$ cat src/rtl/adc_packer_pkg.sv
// Shared types and widths for the ADC lock-and-pack stream block.
// Holds the control FSM states, packed output layout and lock-counter width.
package adc_packer_pkg;

    typedef enum logic [1:0] {
        ST_IDLE  = 2'd0,
        ST_TRAIN = 2'd1,
        ST_RUN   = 2'd2
    } state_t;

    localparam int CH_W       = 16;
    localparam int OUT_W      = 2 * CH_W;
    localparam int LOCK_CNT_W = 8;

endpackage

$ cat src/rtl/adc_sample_fifo.sv
// Small synchronous FIFO holding packed sample words for the AXI-Stream side.
// A push into a full FIFO is only taken when a pop happens in the same cycle.
module adc_sample_fifo #(
    parameter int WIDTH = 32,
    parameter int DEPTH = 4
) (
    input  logic             clk,
    input  logic             rst_n,
    input  logic             i_push,
    input  logic             i_pop,
    input  logic [WIDTH-1:0] i_wdata,
    output logic [WIDTH-1:0] o_rdata,
    output logic             o_full,
    output logic             o_empty
);

    localparam int AW = (DEPTH > 1) ? $clog2(DEPTH) : 1;

    logic [WIDTH-1:0] r_mem [DEPTH];
    logic [AW-1:0]    r_wr_ptr;
    logic [AW-1:0]    r_rd_ptr;
    logic [AW:0]      r_count;
    logic             w_do_pop;
    logic             w_do_push;

    assign o_empty   = (r_count == '0);
    assign o_full    = (r_count == (AW+1)'(DEPTH));
    assign w_do_pop  = i_pop & ~o_empty;
    assign w_do_push = i_push & (~o_full | w_do_pop);
    assign o_rdata   = r_mem[r_rd_ptr];

    // Storage is cleared too so the read port shows zero after reset.
    always_ff @(posedge clk or negedge rst_n) begin
        if (!rst_n) begin
            r_wr_ptr <= '0;
            r_rd_ptr <= '0;
            r_count  <= '0;
            for (int i = 0; i < DEPTH; i++) begin
                r_mem[i] <= '0;
            end
        end else begin
            if (w_do_push) begin
                r_mem[r_wr_ptr] <= i_wdata;
                r_wr_ptr        <= r_wr_ptr + 1'b1;
            end
            if (w_do_pop) begin
                r_rd_ptr <= r_rd_ptr + 1'b1;
            end
            if (w_do_push && !w_do_pop) begin
                r_count <= r_count + 1'b1;
            end else if (w_do_pop && !w_do_push) begin
                r_count <= r_count - 1'b1;
            end
        end
    end

endmodule

$ cat src/rtl/axis_adc_lock_packer.sv
// ADC capture-to-AXI-Stream packer that trains on test patterns before streaming.
// Optional sample_cnt output is enabled by defining ADC_PACKER_SAMPLE_CNT_EN.
module axis_adc_lock_packer
    import adc_packer_pkg::*;
#(
    parameter int ADC_DATA_WIDTH = 14,
    parameter int LOCK_CYCLES    = 16,
    parameter int FIFO_DEPTH     = 4
) (
    input  logic                      aclk,
    input  logic                      aresetn,
    input  logic [ADC_DATA_WIDTH-1:0] adc_dat_in_0,
    input  logic [ADC_DATA_WIDTH-1:0] adc_dat_in_1,
    input  logic                      pattern_valid_0,
    input  logic                      pattern_valid_1,
    input  logic                      cfg_enable,
    output logic [OUT_W-1:0]          m_axis_tdata,
    output logic                      m_axis_tvalid,
    input  logic                      m_axis_tready,
    output logic                      locked,
`ifdef ADC_PACKER_SAMPLE_CNT_EN
    output logic                      overflow,
    output logic [31:0]               sample_cnt
`else
    output logic                      overflow
`endif
);

    localparam logic [LOCK_CNT_W-1:0] LOCK_LAST = LOCK_CNT_W'(LOCK_CYCLES - 1);

    logic [ADC_DATA_WIDTH-1:0] r_s1_0;
    logic [ADC_DATA_WIDTH-1:0] r_s1_1;
    state_t                    r_state;
    state_t                    w_state_nxt;
    logic [LOCK_CNT_W-1:0]     r_lock_cnt;
    logic [LOCK_CNT_W-1:0]     w_lock_cnt_nxt;
    logic                      w_train_entry;
    logic                      r_overflow;
    logic                      w_push;
    logic                      w_pop;
    logic                      w_full;
    logic                      w_empty;
    logic                      w_drop;
    logic [OUT_W-1:0]          w_packed;

    always_ff @(posedge aclk or negedge aresetn) begin
        if (!aresetn) begin
            r_s1_0 <= '0;
            r_s1_1 <= '0;
        end else begin
            r_s1_0 <= adc_dat_in_0;
            r_s1_1 <= adc_dat_in_1;
        end
    end

    always_ff @(posedge aclk or negedge aresetn) begin
        if (!aresetn) begin
            r_state    <= ST_IDLE;
            r_lock_cnt <= '0;
        end else begin
            r_state    <= w_state_nxt;
            r_lock_cnt <= w_lock_cnt_nxt;
        end
    end

    always_comb begin
        w_state_nxt    = r_state;
        w_lock_cnt_nxt = r_lock_cnt;
        w_train_entry  = 1'b0;
        unique case (r_state)
            ST_IDLE: begin
                w_lock_cnt_nxt = '0;
                if (cfg_enable) begin
                    w_state_nxt   = ST_TRAIN;
                    w_train_entry = 1'b1;
                end
            end
            ST_TRAIN: begin
                if (!cfg_enable) begin
                    w_state_nxt    = ST_IDLE;
                    w_lock_cnt_nxt = '0;
                end else if (pattern_valid_0 && pattern_valid_1) begin
                    if (r_lock_cnt == LOCK_LAST) begin
                        w_state_nxt    = ST_RUN;
                        w_lock_cnt_nxt = '0;
                    end else begin
                        w_lock_cnt_nxt = r_lock_cnt + 1'b1;
                    end
                end else begin
                    w_lock_cnt_nxt = '0;
                end
            end
            ST_RUN: begin
                if (!cfg_enable) begin
                    w_state_nxt = ST_IDLE;
                end
            end
            default: begin
                w_state_nxt    = ST_IDLE;
                w_lock_cnt_nxt = '0;
            end
        endcase
    end

    // Pushing is gated by cfg_enable so a disable stops the stream that same cycle.
    assign w_push   = (r_state == ST_RUN) & cfg_enable;
    assign w_pop    = ~w_empty & m_axis_tready;
    assign w_drop   = w_push & w_full & ~w_pop;
    assign w_packed = {CH_W'($signed(r_s1_1)), CH_W'($signed(r_s1_0))};

    adc_sample_fifo #(
        .WIDTH (OUT_W),
        .DEPTH (FIFO_DEPTH)
    ) u_fifo (
        .clk     (aclk),
        .rst_n   (aresetn),
        .i_push  (w_push),
        .i_pop   (w_pop),
        .i_wdata (w_packed),
        .o_rdata (m_axis_tdata),
        .o_full  (w_full),
        .o_empty (w_empty)
    );

    always_ff @(posedge aclk or negedge aresetn) begin
        if (!aresetn) begin
            r_overflow <= 1'b0;
        end else if (w_train_entry) begin
            r_overflow <= 1'b0;
        end else if (w_drop) begin
            r_overflow <= 1'b1;
        end
    end

`ifdef ADC_PACKER_SAMPLE_CNT_EN
    logic [31:0] r_sample_cnt;
    logic        w_accept;

    assign w_accept = w_push & (~w_full | w_pop);

    always_ff @(posedge aclk or negedge aresetn) begin
        if (!aresetn) begin
            r_sample_cnt <= '0;
        end else if (w_train_entry) begin
            r_sample_cnt <= '0;
        end else if (w_accept) begin
            r_sample_cnt <= r_sample_cnt + 32'd1;
        end
    end

    assign sample_cnt = r_sample_cnt;
`endif

    assign m_axis_tvalid = ~w_empty;
    assign locked        = (r_state == ST_RUN);
    assign overflow      = r_overflow;

endmodule

$ cat config.mk
export PLATFORM = sky130hd
export DESIGN_NAME = axis_adc_lock_packer
export DESIGN_NICKNAME = d
export VERILOG_FILES = /design/src/rtl/adc_packer_pkg.sv /design/src/rtl/adc_sample_fifo.sv /design/src/rtl/axis_adc_lock_packer.sv
export SDC_FILE = /design/constraint.sdc
export NUM_CORES = 1
export LEC_CHECK = 0
export CAP_MARGIN = 20
export CORE_UTILIZATION = 57
export CTS_CLUSTER_DIAMETER = 150
export CTS_CLUSTER_SIZE = 40
export DETAILED_ROUTE_END_ITERATION = 16
export PLACE_DENSITY_LB_ADDON = 0.15
export SYNTH_ARGS = -nofsm -noshare
export SYNTH_HDL_FRONTEND = slang
export SYNTH_HIERARCHICAL = 1
export SYNTH_SLANG_ARGS = --single-unit
$ cat constraint.sdc
create_clock -name aclk -period 2.7 [get_ports aclk]
set_input_delay 0.27 -clock aclk [delete_from_list [all_inputs] [get_ports aclk]]
set_output_delay 0.27 -clock aclk [all_outputs]
set_load 0.01 [all_outputs]
Yosys cells after proc, flatten, opt, wreduce, memory -nomap -nowiden
Index checks and enable logic that the tools add are counted.
{ "totals": {"reg_bits": 174, "in_bits": 34, "output_inout_bits": 35, "word_cells": 73} }
{ "classes": {"n_addsub": 5, "order_cmp": 3, "eq_ne": 8, "muxes": 22, "bitwise_logic": 12, "reduce_logical": 11} }
{ "ops": {"columns": ["operator", "n"], "rows": [
  ["128-bit bitwise mux", 1],
  ["32-bit two-way mux", 3],
  ["32-bit binary-select mux with 2-bit select", 1],
  ["32-bit demux with 2-bit select", 1],
  ["8-bit two-way mux", 3],
  ["8-bit one-hot mux with 2 select lines", 1],
  ["2-bit two-way mux", 5],
  ["8-bit by 1-bit adder with 8-bit output, second input constant", 1],
  ["8-bit by 4-bit == test with 1-bit output, second input constant", 1],
  ["1-bit bitwise AND", 6],
  ["3-bit greater-or-equal comparator, second input constant", 2],
  ["3-bit two-way mux", 2],
  ["3-bit != test, second input constant", 2],
  ["2-bit NOT with 3-bit output", 2],
  ["2-bit one-hot mux with 3 select lines", 1],
  ["2-bit by 1-bit adder with 2-bit output, second input constant", 2],
  ["1-bit logical AND", 4],
  ["1-bit two-way mux", 4],
  ["2-bit != test, second input constant", 2],
  ["4-bit AND reduction", 1],
  ["2-bit nonzero test", 2],
  ["3-bit by 1-bit adder with 3-bit output, second input constant", 1],
  ["3-bit == test, second input constant", 1],
  ["3-bit zero test", 1],
  ["8 further kinds", 11]
]} }

Depth between registers and ports, before layout
{ "depth": {"ltp_word": 10, "ltp_mapped": 11, "ltp_nobuf": 10} }

Cells and area by module
The synthesis kept the hierarchy.
{ "by_module_without_submodules": {"columns": ["mod", "instances", "cells_per_inst", "area_each_um2", "seq_area_each_um2"], "rows": [
  ["adc_sample_fifo", 1, 347, 5973.2, 3378.2],
  ["axis_adc_lock_packer", 1, 87, 1266.2, 975.9]
]} }

Worst setup path after synthesis
No wires, ideal clock.
{ "synth_timing": {"path_kind": "flip-flop to flip-flop", "from": "reg u_fifo.r_count[0]", "to": "reg u_fifo.r_count[1]", "setup_ps": 125, "arrival_time_ps": 2352, "required_time_ps": 2575, "slack_ps": 223, "stages_incl_launch_ff": 9, "path_buffers": 0, "period_less_slack_ps": 2477, "path_cell_list": "dfrtp_1 -> nor3_1 -> nor2b_1 -> nor4b_4 -> and2b_2 -> ha_1 -> inv_1 -> fa_1 -> mux2_2"} }
{ "synth_between": {"elab_chain_len": 9, "elab_cells_between_ends": 17, "cone_classes": "add/sub (2); eq/ne (1); mux (2); bitwise (6); reduce/logical (6)"} }
{ "synth_rtl": {"columns": ["element", "line_no", "source"], "rows": [
  ["start: declaration", "adc_sample_fifo.sv:22", "logic [AW:0] r_count;"],
  ["start signal: assignment", "adc_sample_fifo.sv:50", "r_count <= r_count + 1'b1;"],
  ["start signal: assignment", "adc_sample_fifo.sv:52", "r_count <= r_count - 1'b1;"],
  ["3-bit zero test (*)", "adc_sample_fifo.sv:26", "assign o_empty = (r_count == '0);"],
  ["named net w_empty", "axis_adc_lock_packer.sv:42", "logic w_empty;"],
  ["1-bit NOT (*)", "axis_adc_lock_packer.sv:107", "assign w_pop = ~w_empty & m_axis_tready;"],
  ["1-bit bitwise AND (*)", "axis_adc_lock_packer.sv:107", null],
  ["named net w_pop", "axis_adc_lock_packer.sv:40", "logic w_pop;"],
  ["1-bit bitwise AND (*)", "adc_sample_fifo.sv:28", "assign w_do_pop = i_pop & ~o_empty;"],
  ["1-bit bitwise OR (*)", "adc_sample_fifo.sv:29", "assign w_do_push = i_push & (~o_full | w_do_pop);"],
  ["1-bit bitwise AND (*)", "adc_sample_fifo.sv:29", null],
  ["named net u_fifo.w_do_push", "adc_sample_fifo.sv:24", "logic w_do_push;"],
  ["1-bit zero test", "adc_sample_fifo.sv:51", "end else if (w_do_pop && !w_do_push) begin"],
  ["1-bit logical AND", "adc_sample_fifo.sv:51", null],
  ["2-bit nonzero test (no source line)", null, null]
]} }
The timed path passes the listed nets; every way through them passes the cells marked *. The select of a mux whose other input is x is not followed.
A chain may end at the register's enable or synchronous reset.

Worst setup path after layout
{ "layout_timing": {"from": "reg u_fifo.r_rd_ptr[0]", "to": "out m_axis_tdata[15]"} }
{ "layout_between": {"elab_chain_len": 4} }
{ "layout_rtl": {"columns": ["element", "line_no", "source"], "rows": [
  ["start: declaration", "adc_sample_fifo.sv:21", "logic [AW-1:0] r_rd_ptr;"],
  ["start signal: assignment", "adc_sample_fifo.sv:47", "r_rd_ptr <= r_rd_ptr + 1'b1;"],
  ["2-bit NOT with 3-bit output (not written as such)", "adc_sample_fifo.sv:30", "assign o_rdata = r_mem[r_rd_ptr];"],
  ["32-bit binary-select mux with 2-bit select", "adc_sample_fifo.sv:30", null],
  ["32-bit two-way mux (not written as such) (2 in series)", "adc_sample_fifo.sv:30", null],
  ["end: declaration", "axis_adc_lock_packer.sv:17", "output logic [OUT_W-1:0] m_axis_tdata,"]
]} }
No other way between the ends. The select of a mux whose other input is x is not followed.

==> metrics.yaml <==
outcome:
  status: "finished, final reports clean"
cts:
  ctsResizeCount: 0
  ctsHtreeMaxLevel: 4
  cts_buffers: 17
  clk_latency_ns: 0.43
  clk_pin_slew_worst_paths_ns: 0.06
  cts_tree: "yes"
  clk_path_buf_depth: 2
  clkSinkCount: 174
  cts_root_buf: "clkbuf_16"
logic_synthesis:
  synthTopCellsByArea: "dfrtp_1 60%, mux2_2 20%, mux4_2 10%"
  syn-num-nets: 475
  syn_area_um2: 7240
  synthCells: 434
  synth.distinct_cells: 32
  synth-seq-area-share_pct: 60.1
  synth_top_area_share_pct: 60.1
  netlist.top_cell.by_area: "dfrtp_1"
  synth_area_per_cell_um2: 16.7
  ys_ff_latch: 174
  yosysWarnings: 6
placement:
  hpwl_um: 7960
  port_buffers: 68
  dpl_cell_area_um2: 8180
  gp_congestion: 0.776
  dp.cells: 665
finish:
  drive_above_1_share_pct: 41.2
  instances_no_fill: 697
  final_common_cell: "dfrtp_1"
  fin_nets: 558
  fillers: 823
  area.growth.synth_to_final_pct: 21.8
  antenna_cells: 0
  final_cell_mix: "172 x dfrtp_1, 130 x mux2_2, 67 x clkdlybuf4s50_1, 32 x mux4_2, 17 x clkbuf_16"
  fin_area_um2: 8820
  final_util_pct: 72.2
die:
  dieArea_um2: 13200
  core_um2: 12200
  start_util_pct: 59.3
  rows: 40
  die_y_um: 115
  io_pins: 69
  die_w_um: 115
power_and_ir_drop:
  combinationalPowerShare_pct: 12.8
  swShare_pct: 23.7
  cellInternalPower_uw: 4730
  seqPwrFrac_pct: 45.4
  finalPower_uw: 6200
  p_switching_uw: 1470
  cellPowerDensity_nw_per_um2: 702
  p_leak_uw: 0.00412
  p_clk_share_pct: 41.9
  peakVddDrop_mv: 0.495
worst_setup_path:
  worstPathMaxFanout: 10
  worstPathRequired_ns: 2.43
  start_kind: "register"
  endpoint_kind: "primary output"
  path_class: "register to primary output"
  arrival_ns: 2.25
sta:
  grt_setup_unrepaired: "false"
  tightest_slew_ns: 0.670
  finalMaxSlewViolations: 0
  timing_hold_violations_final: 0
  min_period_over_period_pct: 93.2
  maxSlewHeadroom_pct: 55.3
  period_needed_ns: 2.52
  setup_viol: 0
  max_freq_mhz: 397
  clock_skew_ns: 0.00658
  setup_tns_ns: 0
routing:
  drt_wl_total_um: 12900
  final_antenna_net_count: 0
  wl_per_cell_um: 18.5
  drc: 0
  drtIter0Drc: 201
  drtPass1Iterations: 4
  viasPerCell: 5.64
  vias: 3931
global_routing:
  grt_util_all_layers_pct: 22.4
  first_global_vias: 4318
  grt_pass1_wl_um: 21800
  grt_start_max_net_pins: 75
  overflow: 0
  antenna_found_initial: 0
min_path:
  hold_class: "input pin to register"
run:
  maxCapViolCount: 0
## flip-flops by register name, summed over array words and instances, names as in the netlist
| signal | count |
|---|---|
| u_fifo/r_wr_ptr | 2 |
| r_s1_1 | 14 |
| overflow | 1 |
| r_state | 2 |
| u_fifo/r_mem | 128 |
| u_fifo/r_count | 3 |
| r_s1_0 | 14 |
| r_lock_cnt | 8 |
| u_fifo/r_rd_ptr | 2 |
## per-layer routing
| metal | GRT usage (%) | part of all wire, % | up-vias |
|---|---|---|---|
| met5 | 0 | 0 | - |
| met4 | 8.83 | 1.4 | 0 |
| met3 | 5.51 | 3.3 | 14 |
| met2 | 36.4 | 51 | 77 |
| met1 | 29.4 | 45 | 2090 |
| li1 | - | - | 1750 |
## area by class of cell
type	instances	area [µm²]	share of cell area [%]
flip-flops and latches	174	4360	49.4
multi-input cells	233	2710	30.7
repair buffers	85	887	10.1
clock buffers	22	474	5.38
well taps	168	210	2.38
clock inverters	9	159	1.80
inverters	6	22.5	0.255
## stage by stage
stage	setup WS [ns]	hold WS [ns]
floorplan	0.223	-0.0256
global placement	0.318	0.326
detailed placement	0.250	0.333
CTS	0.137	0.258
global route	0.0861	0.268
finish	0.182	0.278
## path summary, 6_finish.rpt
check,startpoint,to,slack (ns),cells past startpoint
max reg2reg,u_fifo/r_count[0],u_fifo/r_count[1],0.25,8
max in group asynchronous,aresetn,r_s1_0[3],1.43,3
min in group asynchronous,aresetn,r_s1_1[7],0.43,2
min,adc_dat_in_0[9],r_s1_0[9],0.28,1
min reg2reg,overflow,overflow,0.49,1
max,u_fifo/r_rd_ptr[0],m_axis_tdata[15],0.18,3
## power groups by stage
stage          registers, µW  logic, µW  clock network [µW]
3_5_place_dp            2860        811                   0
6_report                2810        790                2590
2_1_floorplan           2780        527                   0
5_1_grt                 2820        853                2750
3_3_place_gp            2860        809                   0
4_1_cts                 2810        811                2660
## Yosys cell counts (all sizes together)
master	instances
and3	2
mux2i	1
mux4	32
ha	6
xnor2	5
clkbuf	3
nor2b	1
and2b	2
nand2b	2
nor3	5
inv	6
mux2	130
nor2	8
or4	1
o31ai	1
nor4b	1
o22ai	1
nand3	4
fa	1
xor2	3
o21ai	5
nand4b	1
nand4	1
nand2	12
a31oi	2
nor3b	1
a22o	3
buf	18
dfrtp	174
o22a	1
nand3b	1
## timing repair
action / CTS / global route
hold buffers: 1 / 0
hold endpoints to repair: 71 / 0
setup endpoints to repair: 0 / 0
buffers inserted: 0 / 0
## cells by family after synthesis
| kind of cell | count (synthesis) | share of synthesized area [%] |
|---|---|---|
| muxes | 163 | 30.3 |
| buffers and inverters | 27 | 2.83 |
| and+or+nand+nor | 42 | 3.23 |
| DFF | 174 | 60.1 |
| adders and majority gates | 7 | 1.31 |
| AOI/OAI and AO/OA | 13 | 1.19 |
| xor gates and xnor gates | 8 | 0.968 |
## critical path: stages (launching register included)
cell	delay [ns]
dfrtp_2	0.56
buf_12	0.20
mux4_2	0.55
clkdlybuf4s50_1	0.51
(Power assumes the default switching activity.)
